==> config.mk <==
export PLATFORM = sky130hd
export DESIGN_NAME = score_sequencer
export DESIGN_NICKNAME = d
export VERILOG_FILES = /design/src/rtl/synth_pkg.sv /design/src/rtl/tempo_tick.sv /design/src/rtl/score_sequencer.sv
export SDC_FILE = /design/constraint.sdc
export NUM_CORES = 1
export LEC_CHECK = 0
export CAP_MARGIN = 40
export CORE_MARGIN = 8
export CORE_UTILIZATION = 45
export DETAILED_ROUTE_END_ITERATION = 6
export PLACE_DENSITY_LB_ADDON = 0.05
export SLEW_MARGIN = 30
export SYNTH_ARGS = -nofsm -noshare
export SYNTH_HDL_FRONTEND = slang
export SYNTH_SLANG_ARGS = --single-unit
==> constraint.sdc <==
create_clock -name clk -period 2.7 [get_ports clk]
set_input_delay 0.27 -clock clk [delete_from_list [all_inputs] [get_ports clk]]
set_output_delay 0.27 -clock clk [all_outputs]
set_load 0.005 [all_outputs]
==> src/rtl/synth_pkg.sv <==
// Shared synth definitions: tone divisors, sequencer state encoding and
// field-offset helpers for the packed score entry word.
package synth_pkg;

  // Tone divisors for the 16 MHz voice path: div = floor(62500 / f_note).
  localparam logic [10:0] tone_F1  = 11'd1431, tone_Fs1 = 11'd1351, tone_G1  = 11'd1275;
  localparam logic [10:0] tone_Gs1 = 11'd1203, tone_A1  = 11'd1136, tone_As1 = 11'd1072;
  localparam logic [10:0] tone_B1  = 11'd1012, tone_C2  = 11'd955,  tone_Cs2 = 11'd901;
  localparam logic [10:0] tone_D2  = 11'd851,  tone_Ds2 = 11'd803,  tone_E2  = 11'd758;
  localparam logic [10:0] tone_F2  = 11'd715,  tone_Fs2 = 11'd675,  tone_G2  = 11'd637;
  localparam logic [10:0] tone_Gs2 = 11'd601,  tone_A2  = 11'd568,  tone_As2 = 11'd536;
  localparam logic [10:0] tone_B2  = 11'd506,  tone_C3  = 11'd477,  tone_Cs3 = 11'd450;
  localparam logic [10:0] tone_D3  = 11'd425,  tone_Ds3 = 11'd401,  tone_E3  = 11'd379;
  localparam logic [10:0] tone_F3  = 11'd357,  tone_Fs3 = 11'd337,  tone_G3  = 11'd318;
  localparam logic [10:0] tone_Gs3 = 11'd300,  tone_A3  = 11'd284,  tone_As3 = 11'd268;
  localparam logic [10:0] tone_B3  = 11'd253,  tone_C4  = 11'd238,  tone_Cs4 = 11'd225;
  localparam logic [10:0] tone_D4  = 11'd212,  tone_Ds4 = 11'd200,  tone_E4  = 11'd189;
  localparam logic [10:0] tone_F4  = 11'd178,  tone_Fs4 = 11'd168,  tone_G4  = 11'd159;
  localparam logic [10:0] tone_Gs4 = 11'd150,  tone_A4  = 11'd142,  tone_As4 = 11'd134;
  localparam logic [10:0] tone_B4  = 11'd126,  tone_C5  = 11'd119,  tone_Cs5 = 11'd112;
  localparam logic [10:0] tone_D5  = 11'd106,  tone_Ds5 = 11'd100,  tone_E5  = 11'd94;
  localparam logic [10:0] tone_F5  = 11'd89,   tone_Fs5 = 11'd84,   tone_G5  = 11'd79;
  localparam logic [10:0] tone_Gs5 = 11'd75,   tone_A5  = 11'd71,   tone_As5 = 11'd67;
  localparam logic [10:0] tone_B5  = 11'd63,   tone_C6  = 11'd59,   tone_Cs6 = 11'd56;
  localparam logic [10:0] tone_D6  = 11'd53,   tone_Ds6 = 11'd50,   tone_E6  = 11'd47;
  localparam logic [10:0] tone_F6  = 11'd44,   tone_Fs6 = 11'd42,   tone_G6  = 11'd39;
  localparam logic [10:0] tone_Gs6 = 11'd37,   tone_A6  = 11'd35;

  // Sequencer states.
  typedef enum logic [1:0] {
    ST_IDLE  = 2'd0,
    ST_FETCH = 2'd1,
    ST_LATCH = 2'd2,
    ST_PLAY  = 2'd3
  } seq_state_e;

  // Entry word: {eos, dur, ch[N-1]{oe,div} .. ch[0]{oe,div}}.
  function automatic int ch_lsb(input int n, input int div_w);
    return n * (div_w + 1);
  endfunction

  function automatic int dur_lsb(input int channels, input int div_w);
    return channels * (div_w + 1);
  endfunction

  function automatic int eos_bit(input int channels, input int dur_w, input int div_w);
    return dur_lsb(channels, div_w) + dur_w;
  endfunction

  function automatic int entry_w(input int channels, input int dur_w, input int div_w);
    return eos_bit(channels, dur_w, div_w) + 1;
  endfunction

endpackage

==> src/rtl/tempo_tick.sv <==
// Tempo tick generator: counts 0..T-1 with T = max(tick_div,1) and pulses
// tick on the last count. The >= compare lets a lowered tick_div take effect
// mid-count without wrapping through the whole counter range.
module tempo_tick #(
  parameter int TICK_W = 21
) (
  input  logic              clk,
  input  logic              nRST,
  input  logic              clear,
  input  logic [TICK_W-1:0] tick_div,
  output logic              tick
);

  logic [TICK_W-1:0] cnt_q;
  logic [TICK_W-1:0] last_cnt;

  // Terminal count T-1, treating a zero divisor as one.
  always_comb begin
    last_cnt = (tick_div == '0) ? '0 : tick_div - TICK_W'(1);
    tick     = (cnt_q >= last_cnt);
  end

  // Tick counter; restarts on clear or after each tick.
  // NOTE: sequential state uses non-blocking assignments so every flop samples pre-edge values.
  always_ff @(posedge clk or negedge nRST) begin
    if (!nRST) begin
      cnt_q <= '0;
    end else if (clear || tick) begin
      cnt_q <= '0;
    end else begin
      cnt_q <= cnt_q + TICK_W'(1);
    end
  end

endmodule

==> src/rtl/score_sequencer.sv <==
// Table-driven multi-channel note sequencer. Steps through a score in an
// external synchronous ROM and drives per-channel gate and tone divisor.
module score_sequencer
  import synth_pkg::*;
#(
  parameter int               CHANNELS    = 2,
  parameter int               DIV_W       = 11,
  parameter int               DUR_W       = 8,
  parameter int               ADDR_W      = 8,
  parameter int               TICK_W      = 21,
  parameter logic [DIV_W-1:0] DEFAULT_DIV = tone_C4
) (
  input  logic                                clk,
  input  logic                                nRST,
  input  logic                                start,
  input  logic                                stop,
  input  logic                                loop_en,
  input  logic [TICK_W-1:0]                   tick_div,
  output logic [ADDR_W-1:0]                   rom_addr,
  output logic                                rom_re,
  input  logic [1+DUR_W+CHANNELS*(1+DIV_W)-1:0] rom_data,
  output logic [CHANNELS-1:0]                 oe,
  output logic [CHANNELS*DIV_W-1:0]           div_num,
  output logic                                note_strobe,
  output logic                                busy,
  output logic                                done
);

  localparam int EOS_BIT = eos_bit(CHANNELS, DUR_W, DIV_W);
  localparam int DUR_LSB = dur_lsb(CHANNELS, DIV_W);

  seq_state_e                state_q, state_d;
  logic [ADDR_W-1:0]         addr_d;
  logic [CHANNELS-1:0]       oe_d;
  logic [CHANNELS*DIV_W-1:0] div_d;
  logic [DUR_W-1:0]          dur_cnt, dur_d, entry_dur;
  logic                      entry_eos;
  logic                      strobe_d, done_d;
  logic                      tick_clear, tick;

  tempo_tick #(
    .TICK_W (TICK_W)
  ) u_tempo_tick (
    .clk      (clk),
    .nRST     (nRST),
    .clear    (tick_clear),
    .tick_div (tick_div),
    .tick     (tick)
  );

  // Next-state and next-output logic for the fetch/latch/play sequence.
  // NOTE: every variable gets a default first so no path leaves one unassigned and infers a latch.
  always_comb begin
    state_d    = state_q;
    addr_d     = rom_addr;
    oe_d       = oe;
    div_d      = div_num;
    dur_d      = dur_cnt;
    strobe_d   = 1'b0;
    done_d     = 1'b0;
    tick_clear = (state_q != ST_PLAY);
    entry_eos  = rom_data[EOS_BIT];
    entry_dur  = rom_data[DUR_LSB +: DUR_W];

    case (state_q)
      ST_IDLE: begin
        if (start) begin
          addr_d  = '0;
          state_d = ST_FETCH;
        end
      end
      ST_FETCH: begin
        state_d = ST_LATCH;
      end
      ST_LATCH: begin
        if (entry_eos) begin
          // An eos at address 0 always terminates, so looping can never spin on fetches.
          if (loop_en && (rom_addr != '0)) begin
            addr_d  = '0;
            state_d = ST_FETCH;
          end else begin
            oe_d    = '0;
            done_d  = 1'b1;
            state_d = ST_IDLE;
          end
        end else begin
          for (int n = 0; n < CHANNELS; n++) begin
            oe_d[n]                 = rom_data[ch_lsb(n, DIV_W) + DIV_W];
            div_d[n*DIV_W +: DIV_W] = rom_data[ch_lsb(n, DIV_W) +: DIV_W];
          end
          dur_d    = (entry_dur == '0) ? DUR_W'(1) : entry_dur;
          strobe_d = 1'b1;
          state_d  = ST_PLAY;
        end
      end
      ST_PLAY: begin
        if (tick) begin
          if (dur_cnt == DUR_W'(1)) begin
            addr_d  = rom_addr + ADDR_W'(1);
            state_d = ST_FETCH;
          end else begin
            dur_d = dur_cnt - DUR_W'(1);
          end
        end
      end
      default: state_d = ST_IDLE;
    endcase

    // Stop overrides everything, including a simultaneous start; divisors are held.
    if (stop) begin
      state_d  = ST_IDLE;
      addr_d   = rom_addr;
      oe_d     = '0;
      div_d    = div_num;
      strobe_d = 1'b0;
      done_d   = 1'b0;
    end
  end

  // State and registered outputs.
  always_ff @(posedge clk or negedge nRST) begin
    if (!nRST) begin
      state_q     <= ST_IDLE;
      rom_addr    <= '0;
      rom_re      <= 1'b0;
      oe          <= '0;
      div_num     <= {CHANNELS{DEFAULT_DIV}};
      dur_cnt     <= '0;
      note_strobe <= 1'b0;
      busy        <= 1'b0;
      done        <= 1'b0;
    end else begin
      state_q     <= state_d;
      rom_addr    <= addr_d;
      rom_re      <= (state_d == ST_FETCH);
      oe          <= oe_d;
      div_num     <= div_d;
      dur_cnt     <= dur_d;
      note_strobe <= strobe_d;
      busy        <= (state_d != ST_IDLE);
      done        <= done_d;
    end
  end

endmodule

==> results.txt, run 1 <==
FF+latch area = 1690 um^2
Final setup viols = 40
CTS H-tree lvls = 3
RSZ-0062 raised after global routing = yes
Global-route wire length before repair = 17.5 mm
DP Cell Count = 656
Max-Cap Viols = 0
Worst Path Arrival = 4.09 ns
Crit end category = flip-flop
Cell taking the most area after synthesis = dfrtp_1
P&R area growth vs syn = 54.4%
Final hold vios = 0
Final slew viol count = 0
NetSw = 0.813 mW
Slowest stage delay, CP = 0.54 ns
I/O pin count = 95
Drt wl/cell = 15.2 um
CTS sink count = 67
Switching Fraction = 0.265
Synth async-reset ratio = 1.00
Synth top area cells = dfrtp_1 (35%), ha_1 (8.6%), dfstp_2 (8.0%)
Leak = 2.59 nW
Synth Flop Type = dfrtp_1
Failing checks = setup timing
Initial DRT Pass Iterations = 4
Filler cells = 646
TNS Setup = -40.89 ns
FF-to-FF Start = rom_addr[0]
Hold Crit Class = primary input to async pin
DRC errors left = 0
Yosys warns = 0
Vias per cell = 5.23
Sequential power share = 0.429
Crit path buf inv count = 3
Initial Util = 0.459
Clock network fraction of design power = 0.311
Area of the multi-input gates = 2450 um^2
GP Congestion = 0.836
Startpoint type of the worst setup path = primary input
Final net count = 660
Setup slack after layout = -1.14 ns
CP Cell Sequence = clkdlybuf4s50_1, or4_4, or4_4, or3b_4, or2_4, and2_4, ha_4, nor3b_2, o21ai_1, a211oi_2, o211ai_1, buf_4, nand3b_1, buf_6, o31ai_2
Number of input and output port buffers inserted = 94
Gate power share = 0.260
Slew Limit Headroom = 0.531
Reg clk slew, reported paths = 0.08 ns
Synth unique cells = 48
Worst Max-Slew Pin Slew = 0.704 ns
Chip Width = 110 um
Post-DRT Antenna Nets = 0
Mapped Avg Cell Area = 9.40 um^2
Fin cells = 687
Mapped Nets = 505
Number of global-route vias before repair = 3759
Share of cells above drive strength 1 = 0.326
TritonCTS buffer count = 9
Crit-path most repeated cell = or4_4
Core region area = 8590 um^2
Clock buffer depth = 2
Max VDD drop = 0.226 mV
Routed wire length = 10.4 mm
Largest net degree at the start of global routing = 32
Die Height = 110 um
Post-synth EDFFs = 0
PD cells = 504 nW/um^2
Cell area after synthesis = 3940 um^2
DIE AREA = 12000 um^2
Synth Register Bits = 67
Overall routing resource usage = 0.179
Fin crit share = 1.42
Minimum clock period = 3.84 ns
Clock skew = 0.00997 ns
Row cnt = 34
Req. time, crit path = 2.95 ns
1st-iter DRT viols = 160
Remaining Overflow, GRT = 0
Fmax = 260 MHz
Crit-path slowest cell = or4_4
Run status = finished, violations left
Cells after Synth = 419
Setup CP Type = primary input to flip-flop
N_diodes = 0
Internal = 2.25 mW
Sequential cell area fraction in the yosys report = 0.429
Pre-CTS setup slack = -2.07 ns
Post-synth top area share = 0.349
Skew-Pair Late Insertion Delay = 0.34 ns
Initial antenna violation count = 0
Dpl hpwl = 7.66 mm
Largest delay share family, worst path = simple AND/OR/NAND/NOR gates
DR vias = 3590
CTS tree = done
Worst-path fanout max = 7
CP Launch Point = tick_div[7]
Clock Root Buffer = clkbuf_8
-- kinds of logic after synthesis --
family / share of synthesized area
xor+xnor: 0.0756
simple gates: 0.203
compound gates: 0.111
flops: 0.429
fa+ha+maj: 0.0857
mux: 0.0629
buf+inv: 0.0327
-- power groups by stage --
stage               logic, mW  clock network [mW]  registers (mW)
floorplan               0.270                   0            1.32
global placement        0.720                   0            1.32
detailed placement      0.734                   0            1.33
CTS                     0.786               0.973            1.31
global route            0.865                1.02            1.34
finish                  0.797               0.952            1.32
-- synthesized netlist by cell type (all sizes together) (4+ instances only) --
cell,n
ha,27
dfstp,12
nand4,5
nor4,7
xnor2,17
nand2,43
a211oi,4
mux2,22
nor2,51
dfrtp,55
nand2b,4
nor3,14
xor2,17
and3,6
nand3,12
a21oi,23
inv,18
o31ai,6
buf,4
o21ai,24
clkbuf,8
-- through the flow --
step	area, um^2	hold slack, ns	total power [mW]	util
global route	6080	0.528	3.23	0.708
CTS	5920	0.512	3.07	0.689
finish	6080	0.507	3.06	0.708
global placement	5370	0.348	2.04	0.625
floorplan	4020	-0.0256	1.59	-
detailed placement	5370	0.357	2.06	0.625
-- layout make-up --
cell class | instances | area share
clock inverters | 6 | 0.0146
flip-flops and latches | 67 | 0.278
repair buffers | 155 | 0.248
well taps | 108 | 0.0222
multi-input cells | 323 | 0.403
clock buffers | 10 | 0.0226
inverters | 18 | 0.0111
-- cells in the final DEF (no fill, tap or decap), types with 6 or more instances in the layout --
cell              n
nor2_1           33
mux2_2           22
buf_6            10
clkbuf_8         10
and3_1            6
inv_1            15
ha_1             21
o21ai_0           7
dfrtp_1          55
buf_4            47
nand3_1          11
xnor2_1          17
nor3_1           13
ha_4              6
xor2_1           17
o21ai_2          12
clkdlybuf4s50_1  87
nand2_1          39
a21oi_1          18
dfstp_2          12
nor2_2           18
nor4_1            6
-- flip-flops by register name, indices dropped and copies added (netlist names) --
signal              cells
rom_re                  1
note_strobe             1
busy                    1
state_q                 2
dur_cnt                 8
done                    1
rom_addr                8
u_tempo_tick.cnt_q     21
div_num                22
oe                      2
-- worst paths after layout --
kind	end	slack, ns	depth (start not counted)
max	rom_addr[5]	-1.14	15
min	note_strobe	0.51	2
max reg2reg	busy	0.14	10
min reg2reg	div_num[11]	0.51	1
max in group asynchronous	div_num[7]	1.38	3
min in group clk	div_num[11]	0.51	1
-- metal layers --
metal	share of wire	vias to the layer above	track usage
met3	0.040	10	0.0334
met4	0.012	0	0.0530
li1	-	1791	-
met2	0.51	73	0.310
met1	0.44	1716	0.222
met5	0	-	0
-- repair_timing --
| action | in CTS | in global routing |
|---|---|---|
| endpoints found under the setup margin | 40 | 40 |
| hold buffers | 1 | 0 |
| setup buffers | 8 | 4 |
| cloned | 3 | 0 |
| pin swaps | 33 | 22 |
| resized for setup | 83 | 32 |
| endpoints found under the hold margin | 19 | 0 |
No activity file was read; power rests on OpenSTA's default activity.
==> inputs of run 2 (changes only) <==
- MAX_ROUTING_LAYER: not set -> met4
==> run 2 against run 1 <==
Clock power increased by 0.4%. Sequential cell count unchanged. Utilization increased by 0.52 points. The flow still finishes with violations (setup timing). Global-route usage increased by 0.65 points. Via count increased by 0.81%. Sequential power about the same. Worst hold slack about the same.
==> results.txt, run 2 (synthesis gave the netlist of run 1 again) <==
TNS Setup = -42.00 ns
Skew-Pair Late Insertion Delay = 0.34 ns
Most frequent cells in the layout = clkdlybuf4s50_1 (87), dfrtp_1 (55), buf_4 (48)
Max-Cap Viols = 0
CTS sink count = 67
Vias per cell = 5.25
Commonest non-fill, non-tap cell in the layout = clkdlybuf4s50_1
DRC errors left = 0
Minimum clock period = 3.87 ns
Leak = 2.61 nW
Hold WS = 0.507 ns
Fmax = 259 MHz
CP Cell Sequence = clkdlybuf4s50_1, or4_4, or4_4, or3b_4, or2_4, buf_6, nand2_4, ha_4, a21oi_2, o21ai_2, buf_4, a211oi_2, o211ai_1, buf_4, nand3b_1, nor2_1, o32a_1
Dpl hpwl = 7.66 mm
Crit path buf inv count = 4
Initial Util = 0.459
Largest delay share family, worst path = simple AND/OR/NAND/NOR gates
Final Util = 0.713
DR vias = 3619
Worst Max-Slew Pin Slew = 0.703 ns
Number of input and output port buffers inserted = 94
Run status = finished, violations left
Max VDD drop = 0.226 mV
Crit end category = flip-flop
Filler cells = 641
Row cnt = 34
Hold Crit Class = primary input to async pin
Reg clk slew, reported paths = 0.08 ns
Clock Root Buffer = clkbuf_8
Setup slack after layout = -1.17 ns
Clock skew = 0.00891 ns
Drt wl/cell = 15.3 um
1st-iter DRT viols = 167
Area after DPL = 5370 um^2
Remaining Overflow, GRT = 0
Final setup viols = 40
Number of global-route vias before repair = 3750
I/O pin count = 95
Failing checks = setup timing
Crit-path slowest cell = or4_4
Fin area = 6130 um^2
Overall routing resource usage = 0.186
Slowest stage delay, CP = 0.54 ns
Fin crit share = 1.43
Slew Limit Headroom = 0.532
RSZ-0062 raised after global routing = yes
DIE AREA = 12000 um^2
Initial DRT Pass Iterations = 4
Final slew viol count = 0
Req. time, crit path = 2.93 ns
Largest net degree at the start of global routing = 32
N_diodes = 0
PD cells = 502 nW/um^2
Worst Path Arrival = 4.09 ns
TritonCTS buffer count = 9
Startpoint type of the worst setup path = primary input
Clock buffer depth = 2
Final hold vios = 0
P&R area growth vs syn = 55.6%
Core region area = 8590 um^2
Fin cells = 689
Number of flip-flops in the largest register = 22
Initial antenna violation count = 0
Post-DRT Antenna Nets = 0
Setup CP Type = primary input to flip-flop
CTS tree = done
Worst-path fanout max = 7
CTS H-tree lvls = 3
Chip Width = 110 um
GP Congestion = 0.849
Final net count = 662
Die Height = 110 um
Share of cells above drive strength 1 = 0.336
DP Cell Count = 656
Routed wire length = 10.5 mm
Global-route wire length before repair = 17.5 mm
Largest registers = div_num (22), u_tempo_tick.cnt_q (21)
Largest reg by FF count = div_num
-- run 2: per-layer routing --
layer | track usage | vias to the layer above | part of all wire
met5 | - | - | 0
met2 | 0.308 | 77 | 0.51
met4 | 0.0511 | 0 | 0.0097
met1 | 0.228 | 1738 | 0.44
met3 | 0.0317 | 9 | 0.038
li1 | - | 1795 | -
-- run 2: timing repair --
| item | CTS | global route |
|---|---|---|
| cloned | 3 | 0 |
| pin swaps | 33 | 26 |
| resized for setup | 83 | 38 |
| setup buffers | 8 | 6 |
| setup endpoints to repair | 40 | 40 |
| hold endpoints to repair | 19 | 0 |
| hold buffers | 1 | 0 |
-- run 2: final cells by class --
cell class	count	area (um^2)	share of cell area
inverters	18	67.6	0.0110
clock inverters	6	88.8	0.0145
repair buffers	157	1530	0.249
multi-input cells	323	2480	0.405
flip-flops and latches	67	1690	0.276
well taps	108	135	0.0220
clock buffers	10	138	0.0225
-- run 2: stage by stage --
stage | power, mW | setup slack, ns
after CTS | 3.07 | -1.22
after global routing | 3.24 | -1.31
final | 3.07 | -1.17
after floorplan | 1.59 | -1.40
after detailed placement | 2.06 | -2.07
after global placement | 2.04 | -1.98
-- run 2: worst paths after layout --
kind / start / to / slack [ns] / cells past startpoint
setup / recovery: tick_div[7] / rom_addr[2] / -1.17 / 17
hold / removal: nRST / note_strobe / 0.51 / 2
setup reg to reg: rom_addr[0] / busy / 0.12 / 10
hold reg to reg: div_num[11] / div_num[11] / 0.51 / 1
max in group asynchronous: nRST / div_num[7] / 1.37 / 3
min in group clk: div_num[11] / div_num[11] / 0.51 / 1
-- run 2: power breakdown --
part	switching (mW)	total, mW	internal (mW)
clock	0.410	0.956	0.545
sequential	0.112	1.32	1.20
combinational	0.300	0.804	0.504
-- run 2: worst reg2reg max path: cells and delay by family (launching register included) --
kind | cells | cell delay, ns
DFF | 1 | 0.38
AOI/OAI and AO/OA | 2 | 0.44
buffers and inverters | 4 | 0.56
adders and majority gates | 1 | 0.14
and+or+nand+nor | 3 | 0.94
==> inputs of run 3 (changes only) <==
- CORE_MARGIN: 8 -> 4
- CORE_UTILIZATION: 45 -> 54
- clock period: 2.7 -> 4.75 ns (I/O delays scaled with it)
==> run 3 against run 2 <==
The flow now finishes without violations. Clock-buffer cell count unchanged. Register-to-register slack better by 1.4 ns. Critical path depth up 1. Utilization up 4.8 points. Die area down 27%. Critical path type unchanged. Critical endpoint is now dur_cnt[6].
==> results.txt, run 3 (synthesis gave the netlist of run 1 again) <==
Final setup viols = 0
Core region area = 6940 um^2
CP Cell Sequence = clkdlybuf4s50_1, nor4_2, nand2_1, or4_1, or4_1, or3b_1, or2_4, and2_1, ha_1, nor3b_1, o21ai_0, a211oi_1, o211ai_1, buf_4, nand3_1, buf_4, a21oi_1, o22ai_1
I/O pin count = 95
Flop2flop setup slack = 1.52 ns
Most frequent cells in the layout = clkdlybuf4s50_1 (93), dfrtp_1 (55), nor2_1 (51)
Hold Crit Class = primary input to async pin
Hold WS = 0.0754 ns
Dpl hpwl = 6.98 mm
Setup CP Type = primary input to flip-flop
TritonCTS buffer count = 9
Overall routing resource usage = 0.219
Fin crit share = 0.944
DRC errors left = 0
Global-route wire length before repair = 15.0 mm
Number of flip-flops in the largest register = 22
Initial antenna violation count = 0
Final hold vios = 0
Row cnt = 30
Slowest stage delay, CP = 0.43 ns
Initial Util = 0.567
CTS H-tree lvls = 3
Share of cells above drive strength 1 = 0.142
CTS sink count = 67
Worst Max-Slew Pin Slew = 0.706 ns
Clock Root Buffer = clkbuf_8
Initial DRT Pass Iterations = 4
Number of global-route vias before repair = 3368
Drt wl/cell = 14.4 um
Die Height = 93.4 um
Final slew viol count = 0
P&R area growth vs syn = 34.1%
Met2 usage in global routing = 0.375
GP Congestion = 0.914
DP Cell Count = 614
Worst Path Arrival = 4.75 ns
Skew-Pair Late Insertion Delay = 0.34 ns
FF-to-FF Start = rom_addr[0]
Fmax = 223 MHz
Crit path buf inv count = 3
Number of input and output port buffers inserted = 94
1st-iter DRT viols = 162
M1 GR Usage = 0.261
PD cells = 296 nW/um^2
Reg clk slew, reported paths = 0.07 ns
Largest reg by FF count = div_num
DIE AREA = 8730 um^2
Stages on the worst setup path = 18
Commonest non-fill, non-tap cell in the layout = clkdlybuf4s50_1
Run status = finished, final reports clean
Routed wire length = 9.07 mm
Largest delay share family, worst path = simple AND/OR/NAND/NOR gates
Worst Setup EP = dur_cnt[6]
Largest registers = div_num (22), u_tempo_tick.cnt_q (21)
Largest net degree at the start of global routing = 68
Path depth of the worst reg2reg path = 9
Crit end category = flip-flop
Fin cells = 632
RSZ-0062 raised after global routing = no
Max VDD drop = 0.252 mV
CTS tree = done
Clock skew = 0.0102 ns
Req. time, crit path = 5.01 ns
Met3 Use GR = 0.0475
Worst-path fanout max = 11
Post-DRT Antenna Nets = 0
N_diodes = 0
Filler cells = 515
CP Launch Point = tick_div[5]
Minimum clock period = 4.49 ns
Leak = 2.26 nW
Vias per cell = 5.38
Slew Limit Headroom = 0.526
Crit-path slowest cell = clkdlybuf4s50_1
Startpoint type of the worst setup path = primary input
Remaining Overflow, GRT = 0
DR vias = 3398
Hold_buf cts = 0
Max-Cap Viols = 0
Clock buffer depth = 2
GRT busiest layer = met2
Chip Width = 93.4 um
Final net count = 617
TNS Setup = 0 ns
Reg-to-reg endpoint = rom_addr[4]
run 3: stage by stage:
stage	setup slack [ns]	total power, mW	instance area, um^2	utilization
after floorplan	0.255	0.901	3940	-
after global placement	-0.101	1.14	5070	0.730
after detailed placement	-0.252	1.15	5070	0.730
after CTS	0.108	1.58	5250	0.755
after global routing	0.00574	1.65	5280	0.761
final	0.264	1.56	5280	0.761
run 3: how the worst min path moves through the flow:
stage                startpoint  depth (start not counted)           to
global route               nRST                          2  rom_addr[7]
detailed placement  div_num[21]                          1  div_num[21]
floorplan                  nRST                          0         busy
finish                     nRST                          2  rom_addr[5]
CTS                        nRST                          2  rom_addr[7]
global placement    div_num[10]                          1  div_num[10]
run 3: repair_timing:
item	in CTS	in global routing
setup buffers	0	1
gates resized for setup	0	2
setup endpoints to repair	0	18
endpoints found under the hold margin	0	0
run 3: area by class of cell:
cell class / count / area, um^2 / area share
clock buffer: 10 / 138 / 0.0260
clock inverter: 6 / 41.3 / 0.00781
inverter: 18 / 67.6 / 0.0128
multi-input combinational: 322 / 2130 / 0.403
sequential: 67 / 1690 / 0.320
tap: 96 / 120 / 0.0227
timing repair buffer: 113 / 1100 / 0.208
run 3: report_power, final:
part / switching, mW / leakage, nW / internal (mW) / total, mW
clock network: 0.217 / 0.0843 / 0.202 / 0.419
logic: 0.146 / 1.32 / 0.252 / 0.398
registers: 0.0619 / 0.858 / 0.685 / 0.747
total: 0.424 / 2.26 / 1.14 / 1.56
run 3: worst register-to-register path: cells and delay by family, from the launching register on:
kind                       cells  cell delay (ns)
AOI/OAI and AO/OA              3             1.30
and+or+nand+nor                4             1.17
DFF                            1             0.43
adders and majority gates      1             0.14
buffers and inverters          1             0.08
run 3: metal layers:
layer / share of wire / up-vias
li1: - / 1702
met1: 0.43 / 1613
met2: 0.52 / 79
met3: 0.046 / 4
met4: 0.0041 / 0
met5: 0 / -
